**config.mk**
```make
export PLATFORM = sky130hd
export DESIGN_NAME = ntt_input_loader
export DESIGN_NICKNAME = d
export VERILOG_FILES = /design/src/rtl/ntt_loader_pkg.sv /design/src/rtl/ntt_loader_bank.sv /design/src/rtl/ntt_input_loader.sv
export SDC_FILE = /design/constraint.sdc
export NUM_CORES = 1
export LEC_CHECK = 0
export ABC_AREA = 1
export BUFFER_PORTS_ARGS = -buffer_cell sky130_fd_sc_hd__clkbuf_2
export CAP_MARGIN = 5
export CORE_UTILIZATION = 45
export CTS_BUF_LIST = sky130_fd_sc_hd__clkbuf_4
export CTS_CLUSTER_DIAMETER = 120
export DETAILED_ROUTE_END_ITERATION = 12
export GPL_TIMING_DRIVEN = 0
export HOLD_SLACK_MARGIN = 0.08
export PLACE_DENSITY_LB_ADDON = 0.15
export SLEW_MARGIN = 20
export SYNTH_ARGS = -nofsm -noshare
export SYNTH_HDL_FRONTEND = slang
export SYNTH_SLANG_ARGS = --single-unit
```
**constraint.sdc**
```tcl
create_clock -name clk -period 11.59 [get_ports clk]
set_input_delay 0.5795 -clock clk [delete_from_list [all_inputs] [get_ports clk]]
set_output_delay 0.5795 -clock clk [all_outputs]
set_load 0.005 [all_outputs]
```
**src/rtl/ntt_loader_pkg.sv**
```systemverilog
// Shared state encoding, default geometry and derived-width helpers for the NTT input loader.
// Wrapper address width is fixed by the wrapper: max(LOGN, 9) + 1.
package ntt_loader_pkg;

  localparam int LOGQ_DEF = 64;
  localparam int LOGN_DEF = 4;

  localparam logic [1:0] ST_LOAD = 2'd0;
  localparam logic [1:0] ST_RUN  = 2'd1;
  localparam logic [1:0] ST_GAP  = 2'd2;

  function automatic int calc_n(input int logn);
    return 1 << logn;
  endfunction

  function automatic int calc_aw(input int logn);
    return ((logn < 9) ? 9 : logn) + 1;
  endfunction

  localparam int N    = calc_n(LOGN_DEF);
  localparam int HALF = N / 2;
  localparam int AW   = calc_aw(LOGN_DEF);
  localparam int IDXW = LOGN_DEF - 1;

endpackage

```
**src/rtl/ntt_loader_bank.sv**
```systemverilog
// Half-polynomial coefficient store: one write port, one registered read port (1-cycle latency).
// The read register clears on reset; the array itself is never reset.
module ntt_loader_bank #(
  parameter int W   = 64,
  parameter int AWB = 3
) (
  input  logic           clk,
  input  logic           rst,
  input  logic           we,
  input  logic [AWB-1:0] waddr,
  input  logic [W-1:0]   wdata,
  input  logic [AWB-1:0] raddr,
  output logic [W-1:0]   rdata
);
  localparam int DEPTH = 2 ** AWB;

  logic [W-1:0] mem [DEPTH];

  always_ff @(posedge clk) begin
    if (we) mem[waddr] <= wdata;
  end

  always_ff @(posedge clk) begin
    if (!rst) rdata <= '0;
    else      rdata <= mem[raddr];
  end

endmodule

```
**src/rtl/ntt_input_loader.sv**
```systemverilog
// Loads one N-word polynomial into two half-banks, starts the wrapper, serves (coef[a], coef[a+N/2]) at 1-cycle latency.
// Define NTT_LOADER_PINGPONG_EN for two buffers so the next frame loads while the wrapper runs.
module ntt_input_loader
  import ntt_loader_pkg::*;
#(
  parameter int LOGQ = LOGQ_DEF,
  parameter int LOGN = LOGN_DEF,
  localparam int ADDR_W = calc_aw(LOGN)
) (
  input  logic              clk,
  input  logic              rst,
  input  logic              s_valid,
  output logic              s_ready,
  input  logic [LOGQ-1:0]   s_data,
  input  logic              s_last,
  input  logic              s_intt,
  input  logic [LOGQ-1:0]   q_in,
  output logic              ntt_start,
  output logic              ntt_intt,
  output logic [LOGQ-1:0]   ntt_q,
  input  logic [ADDR_W-1:0] ntt_read_address,
  output logic [LOGQ-1:0]   ntt_data_in_0,
  output logic [LOGQ-1:0]   ntt_data_in_1,
  input  logic              ntt_finish,
  output logic              frame_done,
  output logic              err_len
);
  localparam int IDX_W = LOGN - 1;

  logic [1:0]       state;
  logic [LOGN-1:0]  cnt;
  logic             accept;
  logic             last_beat;
  logic             early_last;
  logic [IDX_W-1:0] rd_idx;
  logic             unused_addr_hi;

  assign accept     = s_valid && s_ready;
  assign last_beat  = accept && (&cnt);
  assign early_last = accept && s_last && !last_beat;
  assign rd_idx     = ntt_read_address[IDX_W-1:0];
  assign unused_addr_hi = ^ntt_read_address[ADDR_W-1:IDX_W];

`ifndef NTT_LOADER_PINGPONG_EN

  // The count's MSB picks the half-bank, its low bits the word within it.
  ntt_loader_bank #(.W(LOGQ), .AWB(IDX_W)) u_bank0 (
    .clk(clk), .rst(rst), .we(accept && !cnt[LOGN-1]), .waddr(cnt[IDX_W-1:0]),
    .wdata(s_data), .raddr(rd_idx), .rdata(ntt_data_in_0)
  );

  ntt_loader_bank #(.W(LOGQ), .AWB(IDX_W)) u_bank1 (
    .clk(clk), .rst(rst), .we(accept && cnt[LOGN-1]), .waddr(cnt[IDX_W-1:0]),
    .wdata(s_data), .raddr(rd_idx), .rdata(ntt_data_in_1)
  );

  always_ff @(posedge clk) begin
    if (!rst) begin
      state      <= ST_LOAD;
      cnt        <= '0;
      s_ready    <= 1'b0;
      ntt_start  <= 1'b0;
      ntt_intt   <= 1'b0;
      ntt_q      <= '0;
      frame_done <= 1'b0;
      err_len    <= 1'b0;
    end else begin
      err_len    <= early_last || (last_beat && !s_last);
      frame_done <= 1'b0;
      if (accept) cnt <= (last_beat || early_last) ? '0 : cnt + LOGN'(1);
      if (accept && cnt == '0) begin
        ntt_intt <= s_intt;
        ntt_q    <= q_in;
      end
      case (state)
        ST_LOAD: begin
          s_ready <= !last_beat;
          if (last_beat) begin
            state     <= ST_RUN;
            ntt_start <= 1'b1;
          end
        end
        ST_RUN: begin
          if (ntt_finish) begin
            state      <= ST_GAP;
            ntt_start  <= 1'b0;
            frame_done <= 1'b1;
          end
        end
        ST_GAP: begin
          // One idle cycle so the wrapper always sees a fresh start edge.
          state   <= ST_LOAD;
          s_ready <= 1'b1;
        end
        default: state <= ST_LOAD;
      endcase
    end
  end

`else

  logic [1:0]      full;
  logic [1:0]      full_set;
  logic [1:0]      full_clr;
  logic [1:0]      full_nxt;
  logic            wr_buf;
  logic            rd_buf;
  logic            rd_sel;
  logic [1:0]      buf_intt;
  logic [LOGQ-1:0] buf_q [2];
  logic [LOGQ-1:0] rd0_a, rd1_a, rd0_b, rd1_b;

  // Fill and service both alternate A/B, so with nothing pending wr_buf == rd_buf.
  assign full_set = last_beat ? (wr_buf ? 2'b10 : 2'b01) : 2'b00;
  assign full_clr = (state == ST_RUN && ntt_finish) ? (rd_buf ? 2'b10 : 2'b01) : 2'b00;
  assign full_nxt = (full | full_set) & ~full_clr;

  ntt_loader_bank #(.W(LOGQ), .AWB(IDX_W)) u_bank_a0 (
    .clk(clk), .rst(rst), .we(accept && !wr_buf && !cnt[LOGN-1]), .waddr(cnt[IDX_W-1:0]),
    .wdata(s_data), .raddr(rd_idx), .rdata(rd0_a)
  );

  ntt_loader_bank #(.W(LOGQ), .AWB(IDX_W)) u_bank_a1 (
    .clk(clk), .rst(rst), .we(accept && !wr_buf && cnt[LOGN-1]), .waddr(cnt[IDX_W-1:0]),
    .wdata(s_data), .raddr(rd_idx), .rdata(rd1_a)
  );

  ntt_loader_bank #(.W(LOGQ), .AWB(IDX_W)) u_bank_b0 (
    .clk(clk), .rst(rst), .we(accept && wr_buf && !cnt[LOGN-1]), .waddr(cnt[IDX_W-1:0]),
    .wdata(s_data), .raddr(rd_idx), .rdata(rd0_b)
  );

  ntt_loader_bank #(.W(LOGQ), .AWB(IDX_W)) u_bank_b1 (
    .clk(clk), .rst(rst), .we(accept && wr_buf && cnt[LOGN-1]), .waddr(cnt[IDX_W-1:0]),
    .wdata(s_data), .raddr(rd_idx), .rdata(rd1_b)
  );

  // rd_sel trails rd_buf by a cycle to line up with the registered bank reads.
  assign ntt_data_in_0 = rd_sel ? rd0_b : rd0_a;
  assign ntt_data_in_1 = rd_sel ? rd1_b : rd1_a;

  always_ff @(posedge clk) begin
    if (!rst) begin
      state      <= ST_LOAD;
      cnt        <= '0;
      s_ready    <= 1'b0;
      ntt_start  <= 1'b0;
      ntt_intt   <= 1'b0;
      ntt_q      <= '0;
      frame_done <= 1'b0;
      err_len    <= 1'b0;
      full       <= 2'b00;
      wr_buf     <= 1'b0;
      rd_buf     <= 1'b0;
      rd_sel     <= 1'b0;
      buf_intt   <= 2'b00;
      buf_q[0]   <= '0;
      buf_q[1]   <= '0;
    end else begin
      err_len    <= early_last || (last_beat && !s_last);
      frame_done <= 1'b0;
      full       <= full_nxt;
      s_ready    <= !(&full_nxt);
      rd_sel     <= rd_buf;
      if (accept) cnt <= (last_beat || early_last) ? '0 : cnt + LOGN'(1);
      if (accept && cnt == '0) begin
        buf_intt[wr_buf] <= s_intt;
        buf_q[wr_buf]    <= q_in;
      end
      if (last_beat) wr_buf <= !wr_buf;
      case (state)
        ST_LOAD, ST_GAP: begin
          if (full_nxt[rd_buf]) begin
            state     <= ST_RUN;
            ntt_start <= 1'b1;
            ntt_intt  <= buf_intt[rd_buf];
            ntt_q     <= buf_q[rd_buf];
          end else begin
            state <= ST_LOAD;
          end
        end
        ST_RUN: begin
          if (ntt_finish) begin
            state      <= ST_GAP;
            ntt_start  <= 1'b0;
            frame_done <= 1'b1;
            rd_buf     <= !rd_buf;
          end
        end
        default: state <= ST_LOAD;
      endcase
    end
  end

`endif

endmodule

```
======== Yosys cells after proc, flatten, opt, wreduce, memory -nomap -nowiden ========
Memories as Yosys holds them, arrays and structs flattened. A register that Yosys moved wholly into a read port is not among the register bits.
Cells that the tools add are included.
storage, ports and cells
  bits of input ports ..................... 144
  output and inout port bits .............. 197
  memories ................................ 2
  flip-flop bits (word level) ............. 75
  memory bits (writable) .................. 1024
  logic and storage cells ................. 51
cells by class
  reductions and logical operators ........ 23
  add/sub/neg operators ................... 1
  muxes and demuxes ....................... 13
  equality and inequality tests ........... 4
memories
  memory       depth  bits a word  read ports  clocked after memory_dff  wr ports  RTL line               RTL
  u_bank0.mem  8      64           1           1                         1         ntt_loader_bank.sv:17  logic [W-1:0] mem [DEPTH];
  u_bank1.mem  8      64           1           1                         1         ntt_loader_bank.sv:17
operators with widths
  kind                                                                   count
  1-bit logical AND                                                      8
  1-bit two-way mux                                                      7
  1-bit logical NOT                                                      5
  4-bit by 1-bit adder with 4-bit output, second input constant          1
  4-bit logical NOT                                                      1
  2-bit two-way mux                                                      2
  4-bit two-way mux                                                      1
  2-bit != test, second input constant                                   2
  1-bit case mux with 2 select lines                                     2
  2-bit case mux with 2 select lines                                     1
  2-bit AND reduction                                                    2
  4-bit AND reduction                                                    1
  2-bit nonzero test                                                     2
  3-bit AND reduction                                                    1
  2-bit by 1-bit equality test with 1-bit output, second input constant  1
  2-bit equality test, second input constant                             1
  2-bit logical NOT                                                      1
  1-bit logical OR                                                       2

======== Depth between registers and ports, before layout ========
  word-level depth ........................ 6
  depth in mapped cells ................... 10
  depth with buffers taken out ............ 7

======== Cells and area by module ========
A second synthesis with hierarchy kept.
second synthesis, totals
  cell total of the unflattened synthesis .. 5033
  area total of the unflattened synthesis .. 50953.9 um2
by module, submodules not included
  module            times used  area an instance (um2)  cells each
  ntt_loader_bank   2           23839.1                 2301
  ntt_input_loader  1           3275.6                  431

======== Worst setup path before layout ========
No wires, ideal clock.
  kind .................................... input to register
  start point ............................. in s_valid
  end point ............................... mem u_bank0.mem[0][0] (enable)
  stages on the path ...................... 5
  setup slack ............................. 7.340 ns
  arrival time ............................ 3.764 ns
  data required time ...................... 11.104 ns
  cells stage by stage .................... nand2_1 > nor2_2 > buf_4 > inv_1 > nor2_1
between the ends
  longest elaborated chain between the ends .. 4
RTL lines
  element                                  RTL line                RTL
  start: declaration                       ntt_input_loader.sv:12  input logic s_valid,
  1-bit logical AND                        ntt_input_loader.sv:38  assign accept = s_valid && s_ready;
  1-bit logical AND                        ntt_input_loader.sv:48  .clk(clk), .rst(rst), .we(accept && !cnt[LOGN-1]), .waddr(cnt[IDX_W-1:0]),
  1-bit two-way mux                        ntt_loader_bank.sv:20   if (we) mem[waddr] <= wdata;
  1-bit two-way mux (implied by the code)  ntt_loader_bank.sv:20
  end: declaration                         ntt_loader_bank.sv:17
No other way between the ends.

======== Final worst setup path ========
  start point ............................. reg cnt[0]
  end point ............................... reg ntt_q[15]
between the ends
  longest elaborated chain between the ends .. 2
RTL lines
  element                   RTL line                RTL
  start: declaration        ntt_input_loader.sv:31  logic [LOGN-1:0] cnt;
  start signal: assignment  ntt_input_loader.sv:70  if (accept) cnt <= (last_beat || early_last) ? '0 : cnt + LOGN'(1);
  4-bit logical NOT         ntt_input_loader.sv:71  if (accept && cnt == '0) begin
  1-bit logical AND         ntt_input_loader.sv:71
  end signal: assignment    ntt_input_loader.sv:73  ntt_q <= q_in;
  end: declaration          ntt_input_loader.sv:20  output logic [LOGQ-1:0] ntt_q,
No other way between the ends.
A chain may end at the register's enable or synchronous reset.

==> flow_metrics.env <==
export IMPL_synth_seq_cells=1227
export IMPL_hold_path_class="primary input to register"
export IMPL_place_congestion=0.802
export IMPL_relSlewSlack=0.321
export IMPL_hold_viol_final=0
export IMPL_power_leakage_nw=28.1
export IMPL_io_buffers=329
export IMPL_cts_max_level=5
export IMPL_vias=36700
export IMPL_reg2reg_slack_ns=8.74
export IMPL_ys_flop_type="edfxtp_1"
export IMPL_core_um2=111000
export IMPL_row_count=122
export IMPL_area_delta_synth_final_pct=22.4
export IMPL_rsz0062_at_grt="no"
export IMPL_drc_errors=0
export IMPL_cts_buffer_depth=4
export IMPL_viasPerCell=4.82
export IMPL_syn_num_nets=5091
export IMPL_dieArea_um2=113000
export IMPL_hold_depth=4
export IMPL_grt_pass1_wl_mm=213
export IMPL_cp_slowest_cell="dlygate4sd3_1"
export IMPL_ir_drop_mv=0.0977
export IMPL_end_kind="register"
export IMPL_drive_above_1_share=0.186
export IMPL_rr_worst_depth=11
export IMPL_insertion_delay_ns=1.18
export IMPL_synth_top_area_share=0.614
export IMPL_tightest_slew_ns=1.02
export IMPL_critical_path_top_delay_family="buffers and inverters"
export IMPL_setup_viol=0
export IMPL_cap_violations=0
export IMPL_r2r_start="cnt[0]"
export IMPL_cp_max_fo=10
export IMPL_initialDrtViolationCount=2929
export IMPL_cts_inserted_buffers=336
export IMPL_yosys_warnings=0
export IMPL_ys_types=22
export IMPL_yosys_area_top_type="edfxtp_1"
export IMPL_tns_ns=0
export IMPL_synthArstFlopShare=0
export IMPL_initial_core_util=0.453
export IMPL_layout_min_cycle_time_ns=2.85
export IMPL_wire_per_inst_um=19.0
export IMPL_synth_edff_count=1024
export IMPL_dp_cells=6816
export IMPL_required_ns=12.67
export IMPL_clock_skew_ns=0.112
export IMPL_avgSynthCellArea_um2=10.1
export IMPL_clock_fmax_ghz=0.351
export IMPL_grt_pass1_vias=35400
export IMPL_track_usage=0.256
export IMPL_hold_path_endpoint="ntt_q[35]"
export IMPL_antenna_found_initial=13
export IMPL_grt_max_degree=42
export IMPL_grt_overflow=0
export IMPL_min_from="q_in[35]"
export IMPL_drt_wl_total_mm=145
export IMPL_mostFrequentLayoutCell="nand2_1"
export IMPL_r2r_end="ntt_q[15]"
export IMPL_period_share=0.246
export IMPL_die_y_um=336
export IMPL_clk_pin_slew_worst_paths_ns=0.07
export IMPL_clock_sinks=1227
export IMPL_worst_slack_ns=8.74
export IMPL_stdcell_count=7618
export IMPL_crit_type="register to register"
export IMPL_status="completed"
export IMPL_root_buffer="clkbuf_4"
export IMPL_critPathBufInv=7
export IMPL_final_cell_mix="nand2_1 (1360), inv_1 (1037), edfxtp_1 (1024)"
export IMPL_startpoint_type="register"
export IMPL_crit_path_max_incr_delay_ns=0.58
export IMPL_worstPathArrival_ns=3.93
export IMPL_cts_tree="yes"
export IMPL_layout_nets=6020
export IMPL_path_cells="clkbuf_1, inv_1, ha_1, inv_1, nor2_2, buf_4, buf_4, nand3_1, dlygate4sd3_1, a21oi_1, dlygate4sd3_1"
export IMPL_ios=341
export IMPL_ant_nets=0
export IMPL_yosys_top_cells_area="edfxtp_1 (61%), nand2_1 (10%), dfxtp_1 (8.1%)"
export IMPL_seq_area_frac_synth=0.695
export IMPL_dp_worst_setup_slack_ns=8.54
export IMPL_power_density_nw_per_um2=153
export IMPL_synth_area_um2=50100
export IMPL_slew_violations=0
export IMPL_netlist_instances=4945
export IMPL_firstDrtPassIters=5
export IMPL_place_hpwl_mm=94.6
export IMPL_dieWidth_um=336
## how the worst max path moves through the flow
stage                     startpoint                 end  slack, ns  cells past startpoint
after floorplan              s_valid   u_bank0.mem[0][0]       7.34                      5
after global placement       s_valid  u_bank1.mem[1][37]       3.72                      5
after detailed placement     s_valid  u_bank1.mem[1][37]       8.54                      9
after CTS                     cnt[3]  u_bank1.mem[1][34]       8.76                      8
after global routing          cnt[0]           ntt_q[15]       8.60                     11
final                         cnt[0]           ntt_q[15]       8.74                     11
## registers in the layout, summed over array words and instances, names as in the netlist
register	flops
u_bank0.mem	512
s_ready	1
state	2
frame_done	1
ntt_start	1
ntt_intt	1
u_bank1.mem	512
ntt_q	64
cnt	4
u_bank0.rdata	64
u_bank1.rdata	64
err_len	1
## Yosys cell counts (all sizes together), types with 2 or more instances
library cell     n
edfxtp        1024
nand4            2
ha               2
inv           1041
dfxtp          203
o21ai            2
nor2           281
nand3          713
nor3             2
a21oi           69
clkbuf          45
nand2         1360
buf            198
## timing repair
| item | in CTS | in global routing |
|---|---|---|
| buffers inserted | 0 | 0 |
| resized for setup | 0 | 0 |
| hold buffers | 208 | 0 |
| hold endpoints to repair | 1109 | 0 |
## metal layers
metal / GRT usage / wire length, um
met5: 0 / 34
met4: 0.106 / 4530
met3: 0.0493 / 10300
met2: 0.420 / 69300
met1: 0.332 / 60600
## per-stage QoR
stage,utilization,cell area [um2],hold slack [ns],power (W)
6_report,0.555,61300,0.230,0.00939
4_1_cts,0.555,61300,0.111,0.00947
2_1_floorplan,-,50100,0.456,0.00525
5_1_grt,0.555,61300,0.177,0.00978
3_3_place_gp,0.485,53600,0.448,0.00554
3_5_place_dp,0.497,55000,0.451,0.00556
## power breakdown
part / leakage (nW) / total, W / switching (W) / internal, W
sequential: 10.9 / 0.00486 / 0.0000194 / 0.00484
clock: 2.56 / 0.00387 / 0.00176 / 0.00211
combinational: 14.6 / 0.000663 / 0.000443 / 0.000220
total: 28.1 / 0.00939 / 0.00222 / 0.00717
## worst reg2reg max path, stage by stage, from the launching register on
cell and delay (ns):
dfxtp_1 0.33, clkbuf_1 0.29, inv_1 0.17, ha_1 0.23, inv_1 0.06, nor2_2 0.04, buf_4 0.18, buf_4 0.19
nand3_1 0.10, dlygate4sd3_1 0.57, a21oi_1 0.07, dlygate4sd3_1 0.58
## area by class of cell
class                      count  area [um2]
fill                        9833       49200
sequential                  1227       34800
multi-input combinational   2434       10300
timing repair buffer         591        4960
inverter                    1041        3910
clock buffer                 518        3890
tap                         1488        1860
buffer                       243        1230
clock inverter                67         372
antenna                        9        22.5
## logic make-up after synthesis
family / synth area share
fa+ha+maj: 0.000499
buf+inv: 0.103
flops: 0.695
simple gates: 0.195
compound gates: 0.00709
xor+xnor: 0.000175
Power figures use the tool's default switching activity.
